<file path="src/rtl/apb_master_bridge.sv">
// Command-FIFO-fed APB initiator: buffers host read/write requests and issues them as
// SETUP/ACCESS transfers, returning one registered response pulse per command.
// Optional macro APB_MASTER_TIMEOUT_EN adds an ACCESS wait-state limit with error response.
module apb_master_bridge #(
    parameter int DEPTH   = 4,
    parameter int RD_LAT  = 1,
    parameter int TIMEOUT = 16
) (
    input  logic       PCLK,
    input  logic       PRESET,
    input  logic       cmd_valid,
    output logic       cmd_ready,
    input  logic       cmd_write,
    input  logic [7:0] cmd_addr,
    input  logic [7:0] cmd_wdata,
    output logic       rsp_valid,
    output logic       rsp_write,
    output logic [7:0] rsp_rdata,
    output logic       rsp_err,
    output logic       busy,
    output logic       PSELx,
    output logic       PENABLE,
    output logic       PWRITE,
    output logic [7:0] PADDR,
    output logic [7:0] PWDATA,
    input  logic       PREADY,
    input  logic [7:0] PRDATA,
    output logic [1:0] dbg_state_o
);

    localparam int AW = $clog2(DEPTH);
    localparam logic [AW:0] PTR_ONE = 1;

    if (DEPTH < 2 || (DEPTH & (DEPTH - 1)) != 0 || RD_LAT < 0 || RD_LAT > 1 || TIMEOUT < 1) begin : g_bad_cfg
        $error("apb_master_bridge: unsupported parameter set");
    end

    typedef enum logic [1:0] {
        S_IDLE   = 2'd0,
        S_SETUP  = 2'd1,
        S_ACCESS = 2'd2,
        S_RDWAIT = 2'd3
    } state_t;

    state_t      state_q, state_d;
    logic [16:0] mem_q [DEPTH];
    logic [AW:0] wr_ptr_q, rd_ptr_q;
    logic [16:0] head;
    logic        empty, full, push, pop;
    logic [7:0]  paddr_q, pwdata_q;
    logic        pwrite_q;
    logic        rsp_valid_q, rsp_valid_d;
    logic        rsp_write_q, rsp_write_d;
    logic [7:0]  rsp_rdata_q, rsp_rdata_d;
    logic        done;
    logic [7:0]  done_rdata;

    // Full when pointers differ only in the wrap bit.
    assign empty = (wr_ptr_q == rd_ptr_q);
    assign full  = (wr_ptr_q[AW] != rd_ptr_q[AW]) && (wr_ptr_q[AW-1:0] == rd_ptr_q[AW-1:0]);
    assign push  = cmd_valid && !full;
    assign head  = mem_q[rd_ptr_q[AW-1:0]];

    always_ff @(posedge PCLK) begin
        if (push) begin
            mem_q[wr_ptr_q[AW-1:0]] <= {cmd_write, cmd_addr, cmd_wdata};
        end
    end

`ifdef APB_MASTER_TIMEOUT_EN
    localparam int TW = $clog2(TIMEOUT + 1);
    localparam logic [TW-1:0] TO_LAST = TW'(TIMEOUT - 1);
    localparam logic [TW-1:0] TO_ONE  = 1;
    logic [TW-1:0] to_cnt_q, to_cnt_d;
    logic          rsp_err_q, rsp_err_d;
    logic          done_err;
`endif

    always_comb begin
        state_d     = state_q;
        pop         = 1'b0;
        done        = 1'b0;
        done_rdata  = 8'h00;
        rsp_valid_d = 1'b0;
        rsp_write_d = rsp_write_q;
        rsp_rdata_d = rsp_rdata_q;
`ifdef APB_MASTER_TIMEOUT_EN
        to_cnt_d    = to_cnt_q;
        rsp_err_d   = rsp_err_q;
        done_err    = 1'b0;
`endif
        case (state_q)
            S_IDLE: begin
                if (!empty) begin
                    pop     = 1'b1;
                    state_d = S_SETUP;
                end
            end
            S_SETUP: begin
                state_d = S_ACCESS;
`ifdef APB_MASTER_TIMEOUT_EN
                to_cnt_d = '0;
`endif
            end
            S_ACCESS: begin
                if (PREADY) begin
                    if (pwrite_q || (RD_LAT == 0)) begin
                        done       = 1'b1;
                        done_rdata = pwrite_q ? 8'h00 : PRDATA;
                    end else begin
                        state_d = S_RDWAIT;
                    end
`ifdef APB_MASTER_TIMEOUT_EN
                end else if (to_cnt_q == TO_LAST) begin
                    done     = 1'b1;
                    done_err = 1'b1;
                end else begin
                    to_cnt_d = to_cnt_q + TO_ONE;
`endif
                end
            end
            S_RDWAIT: begin
                done       = 1'b1;
                done_rdata = PRDATA;
            end
            default: state_d = S_IDLE;
        endcase

        // Completion chains straight into the next SETUP so PSELx stays high.
        if (done) begin
            rsp_valid_d = 1'b1;
            rsp_write_d = pwrite_q;
            rsp_rdata_d = done_rdata;
`ifdef APB_MASTER_TIMEOUT_EN
            rsp_err_d   = done_err;
`endif
            if (!empty) begin
                pop     = 1'b1;
                state_d = S_SETUP;
            end else begin
                state_d = S_IDLE;
            end
        end
    end

    always_ff @(posedge PCLK or posedge PRESET) begin
        if (PRESET) begin
            state_q     <= S_IDLE;
            wr_ptr_q    <= '0;
            rd_ptr_q    <= '0;
            paddr_q     <= 8'h00;
            pwdata_q    <= 8'h00;
            pwrite_q    <= 1'b0;
            rsp_valid_q <= 1'b0;
            rsp_write_q <= 1'b0;
            rsp_rdata_q <= 8'h00;
        end else begin
            state_q     <= state_d;
            rsp_valid_q <= rsp_valid_d;
            rsp_write_q <= rsp_write_d;
            rsp_rdata_q <= rsp_rdata_d;
            if (push) begin
                wr_ptr_q <= wr_ptr_q + PTR_ONE;
            end
            if (pop) begin
                rd_ptr_q <= rd_ptr_q + PTR_ONE;
                pwrite_q <= head[16];
                paddr_q  <= head[15:8];
                pwdata_q <= head[7:0];
            end
        end
    end

`ifdef APB_MASTER_TIMEOUT_EN
    always_ff @(posedge PCLK or posedge PRESET) begin
        if (PRESET) begin
            to_cnt_q  <= '0;
            rsp_err_q <= 1'b0;
        end else begin
            to_cnt_q  <= to_cnt_d;
            rsp_err_q <= rsp_err_d;
        end
    end
    assign rsp_err = rsp_err_q;
`else
    assign rsp_err = 1'b0;
`endif

    assign cmd_ready   = !full;
    assign busy        = !empty || (state_q != S_IDLE);
    assign PSELx       = (state_q == S_SETUP) || (state_q == S_ACCESS);
    assign PENABLE     = (state_q == S_ACCESS);
    assign PWRITE      = pwrite_q;
    assign PADDR       = paddr_q;
    assign PWDATA      = pwdata_q;
    assign rsp_valid   = rsp_valid_q;
    assign rsp_write   = rsp_write_q;
    assign rsp_rdata   = rsp_rdata_q;
    assign dbg_state_o = state_q;

endmodule
</file>
<file path="config.mk">
export PLATFORM = sky130hd
export DESIGN_NAME = apb_master_bridge
export DESIGN_NICKNAME = d
export VERILOG_FILES = /design/src/rtl/apb_master_bridge.sv
export SDC_FILE = /design/constraint.sdc
export NUM_CORES = 1
export LEC_CHECK = 0
export ABC_CLOCK_PERIOD_IN_PS = 5900
export CAP_MARGIN = 20
export CORE_ASPECT_RATIO = 1.75
export CORE_MARGIN = 8
export CORE_UTILIZATION = 57
export DETAILED_ROUTE_END_ITERATION = 12
export PLACE_DENSITY = 0.9
export SYNTH_ARGS = -nofsm -noshare
export SYNTH_HDL_FRONTEND = slang
export SYNTH_SLANG_ARGS = --single-unit
</file>
<file path="constraint.sdc">
create_clock -name PCLK -period 5.9 [get_ports PCLK]
set_clock_uncertainty 0.2 [all_clocks]
set_input_delay 1.18 -clock PCLK [delete_from_list [all_inputs] [get_ports PCLK]]
set_output_delay 1.18 -clock PCLK [all_outputs]
set_load 0.01 [all_outputs]
</file>
## Word-level counts from Yosys, hierarchy flattened

Memories as Yosys holds them, arrays and structs flattened. A register that Yosys moved wholly into a read port is not among the register bits.
Index checks and enable logic that the tools add are counted.

| storage, ports and cells | value |
|---|---|
| flip-flop bits (word level) | 18 |
| RAM bits | 68 |
| input port bits | 29 |
| output and inout bits | 34 |
| memories kept | 1 |

Memories:

| name | depth | width | rd ports | clocked after Yosys merged registers in | write ports | RTL line | RTL |
|---|---|---|---|---|---|---|---|
| mem_q | 4 | 17 | 1 | 1 | 1 | 46 | `logic [16:0] mem_q [DEPTH];` |

| operators by class | value |
|---|---|
| add/subtract/negate cells | 2 |
| equality and inequality tests | 9 |
| muxes and demuxes | 17 |
| reductions and logical operators | 10 |

Operators with widths:

| kind | count |
|---|---|
| $mux 1 | 10 |
| $mux 2 | 4 |
| $mux 8 | 1 |
| $add 3x1->3 const B | 2 |
| $pmux 2 s3 | 1 |
| $eq 2x2->1 const B | 2 |
| $reduce_and 4->1 | 1 |
| $reduce_bool 4->1 | 1 |
| $eq 3x3->1 | 1 |
| $ne 3x1->1 const B | 1 |
| $ne 3x2->1 const B | 1 |
| $ne 3x3->1 const B | 1 |
| $eq 2x1->1 const B | 1 |
| $eq 2x2->1 | 1 |
| $logic_and 1x1->1 | 2 |
| $logic_not 1->1 | 2 |
| $logic_not 2->1 | 1 |
| $logic_or 1x1->1 | 2 |
| $pmux 1 s2 | 1 |
| $reduce_bool 2->1 | 1 |
| $ne 1x1->1 | 1 |

## Longest topological paths before layout

| logic depth | value |
|---|---|
| depth after elaboration | 6 |
| mapped depth | 7 |
| depth with buffers taken out | 6 |

## Least setup slack after synthesis

Ideal clock, no wire load.

| timing | value |
|---|---|
| kind | input to register |
| start | input cmd_valid |
| end | memory mem_q[3][0], enable pin |
| library setup time | 376 ps |
| arrival | 1946 ps |
| data required time | 5324 ps |
| path slack | 3378 ps |
| stages on the path | 3 |
| path buffers | 0 |
| cells stage by stage | inv_1 > a31oi_4 > and2_1 |

| on the way | value |
|---|---|
| longest elaborated chain between the ends | 3 |

RTL lines:

| what | RTL line | RTL |
|---|---|---|
| start, declared | 11 | `input logic cmd_valid,` |
| $logic_and 1x1->1 | 61 | `assign push = cmd_valid && !full;` |
| $mux 1 | 65 | `if (push) begin` |
| $mux 1 (implied by the code) | 66 | `mem_q[wr_ptr_q[AW-1:0]] <= {cmd_write, cmd_addr, cmd_wdata};` |
| end, declared | 46 |  |

Every way passes these cells.

## Worst setup path in the final report

| timing | value |
|---|---|
| start | register rd_ptr_q[1] |
| end | output busy |

| on the way | value |
|---|---|
| longest elaborated chain between the ends | 3 |

RTL lines:

| what | RTL line | RTL |
|---|---|---|
| start, declared | 47 | `logic [AW:0] wr_ptr_q, rd_ptr_q;` |
| start signal, assigned | 166 | `rd_ptr_q <= rd_ptr_q + PTR_ONE;` |
| $eq 3x3->1 | 59 | `assign empty = (wr_ptr_q == rd_ptr_q);` |
| $logic_not 1->1 | 190 | `assign busy = !empty \|\| (state_q != S_IDLE);` |
| $logic_or 1x1->1 | 190 |  |
| end, declared | 20 | `output logic busy,` |

Every way passes these cells.

==> results.tsv <==
stage	metric	value	unit
placement	pre_cts_slack	2.43	ns
logic_synthesis	ys_seq_area_share	70.8	%
timing	slew_headroom	32.4	%
setup_path	reg2reg_from	rd_ptr_q[1]	
logic_synthesis	synthSimpleGateAreaFrac	1.94	%
drt	vias	2036	
setup_path	cp_cell_sequence	xnor2_4 > nand4_1 > clkdlybuf4s50_1	
clocking	root_buffer	clkbuf_16	
global_route	grt_pass1_wl	11400	um
global_route	antenna_found_initial	0	
setup_path	reg2regPathDepth	3	
setup_path	cp-end-kind	output pin	
min_path	hold_class	reg2reg	
clocking	cts_tree	done	
timing	rsz0062_at_grt	false	
placement	portBuffers	61	
setup_path	reg2reg_to	mem_q[3][10]	
timing	fin_crit	3.70	ns
drt	routed_wl	7210	um
placement	gp_congestion	0.789	
timing	finalWorstSetupSlack	2.20	ns
drt	ant_nets	0	
global_route	grt_max_degree	36	
global_route	grt-ovfl-total	0	
timing	maxSlewViolCount	0	
placement	placed_cell_area	0.00479	mm2
setup_path	crit_type	reg2out	
drt	wl_per_cell	19.8	um
layout	area_growth	24.0	%
logic_synthesis	ys_ff_latch	103	
min_path	holdPathEnd	rsp_rdata[4]	
status	status	completed	
clocking	clkTransAtPathRegs	0.06	ns
timing	tns	0	ns
logic_synthesis	synth_area	0.00412	mm2
layout	mostFrequentLayoutCell	edfxtp_1	
clocking	cts_resized	0	
floorplanning	die_width	80.3	um
clocking	htree_levels	3	
clocking	post_cts.repair.setup_buffers	0	
layout	antenna_cells	0	
logic_synthesis	synth_cell_types	34	
logic_synthesis	synth_xor_area_share	2.61	%
setup_path	cp-start-kind	register	
setup_path	cp.required	4.52	ns
logic_synthesis	muxShareOfSynthArea	15.0	%
timing	tightest_slew	1.01	ns
timing	post-route-period-util	62.7	%
drt	vias_per_cell	5.58	
layout	design_area	0.00511	mm2
clocking	hold_buffers	0	
clocking	cts_buffer_depth	2	
floorplanning	initial_utilization	57.8	%
global_route	track_usage	15.1	%
timing	setup_viol	0	
floorplanning	core-area	0.00713	mm2
setup_path	crit_slowest_cell	dfrtp_1	
run	maxCapViolCount	0	
placement	dp_hpwl	4840	um
logic_synthesis	synth_top_family_by_area	multiplexers	
layout	final_cell_mix	edfxtp_1 (68), clkdlybuf4s50_1 (61), dfrtp_1 (35)	
clocking	cts_sinks	103	
logic_synthesis	syn_area_per_cell	19.9	um2
layout	num-nets-final	313	
pwr	pwr_density_cell	576	mW/mm2
floorplanning	num_rows	41	
drt	drt_iter0_markers	75	
setup_path	ff2ff_setup_slack	3.00	ns
layout	drive_above_1_share	21.1	%
setup_path	arrival	2.32	ns
floorplanning	num_io_pins	63	
min_path	min_path_cells	1	
setup_path	critPathMaxFanout	20	
pwr	p_leak	1.91	nW
floorplanning	die-area	0.0103	mm2
logic_synthesis	synth_nets	246	
global_route	grt_pass1_vias	2203	
timing	fmax	270	MHz
pwr	vdd_drop_max	0.000361	V
logic_synthesis	synth_compound_area_share	4.01	%
logic_synthesis	synth-adder-area-share	3.04	%
floorplanning	die_h	128	um
clocking	worstSkewPairLatency	0.34	ns
timing	hold_viol	0	
drt	dr.pass1.iters	6	
logic_synthesis	ys_warn_count	0	
setup_path	worst_path_largest_cell_delay	1.01	ns
clocking	numCtsBuffers	9	
min_path	hold_path.startpoint	rsp_rdata[4]	
drt	drc	0	
logic_synthesis	synth_cells	207	
[registers in the layout (all words and copies together), names as in the netlist]
signal	count
PADDR	8
PWDATA	8
PWRITE	1
dbg_state_o	2
mem_q	68
rd_ptr_q	3
rsp_rdata	8
rsp_valid	1
rsp_write	1
wr_ptr_q	3
[Yosys cell counts (all sizes together)]
library cell  count  area share, %
a21oi             1           0.12
a22o              8            1.7
a31o              1           0.21
a31oi             2           0.67
a32o              1           0.24
a32oi             1           0.39
and2              4           0.61
buf               7            1.6
clkbuf            2           0.18
conb              1          0.091
dfrtp            35             21
edfxtp           68             50
ha               10            3.0
inv               8           0.73
mux2             18            5.7
mux4             17            9.3
nand2             5           0.52
nand2b            1           0.15
nand3             1           0.12
nand4             1           0.15
nor2              1          0.091
nor2b             1           0.15
o21ai             2           0.24
o21bai            1           0.18
o32a              1           0.24
or3               1           0.15
xnor2             5            2.0
xor2              3           0.64
[power breakdown]
group          internal, mW  total [mW]  switching, mW
registers              1.02        1.17          0.151
logic                 0.669        1.17          0.502
clock network         0.364       0.598          0.234
[cells by family after synthesis]
family | after synthesis
and+or+nand+nor | 15
other | 1
xor gates and xnor gates | 8
buffers and inverters | 17
adders and majority gates | 10
AOI/OAI and AO/OA | 18
muxes | 35
DFF | 103
[metrics by stage]
step,cells,hold slack (ns),total power [mW],util (%)
after floorplan,207,0.298,1.96,-
after global placement,348,0.253,2.31,67.2
after detailed placement,348,0.282,2.37,67.2
after CTS,364,0.304,2.98,71.5
after global routing,365,0.324,3.10,71.6
final,365,0.304,2.94,71.6
[worst max-delay path by stage]
| stage | endpoint | from | slack, ns | depth (start not counted) |
|---|---|---|---|---|
| CTS | busy | rd_ptr_q[1] | 2.16 | 3 |
| global route | busy | rd_ptr_q[1] | 2.05 | 3 |
| floorplan | mem_q[3][0] | cmd_valid | 3.38 | 3 |
| global placement | PWDATA[1] | PREADY | 2.46 | 5 |
| detailed placement | PWDATA[0] | PREADY | 2.43 | 5 |
| finish | busy | rd_ptr_q[1] | 2.20 | 3 |
[cell type report]
| type | count | area (um2) |
|---|---|---|
| Sequential cell | 103 | 2920 |
| Fill cell | 464 | 2020 |
| Multi-Input combinational cell | 87 | 1100 |
| Timing Repair Buffer | 65 | 641 |
| Clock buffer | 14 | 274 |
| Tap cell | 86 | 108 |
| Clock inverter | 2 | 37.5 |
| Inverter | 8 | 30.0 |
[critical path: cells and delay by family, from the launching register on]
kind,cells,cell delay [ns]
buffers and inverters,1,0.53
flip-flops,1,1.01
AND/OR/NAND/NOR,1,0.21
XOR/XNOR,1,0.22
[per-layer routing]
layer | track usage (%) | part of all wire (%) | vias to the layer above
met5 | 0 | 0 | -
met4 | 8.41 | 2.9 | 0
met3 | 5.03 | 6.5 | 16
met2 | 26.1 | 55 | 62
met1 | 15.3 | 36 | 1028
li1 | - | - | 930
(Power assumes the default switching activity.)
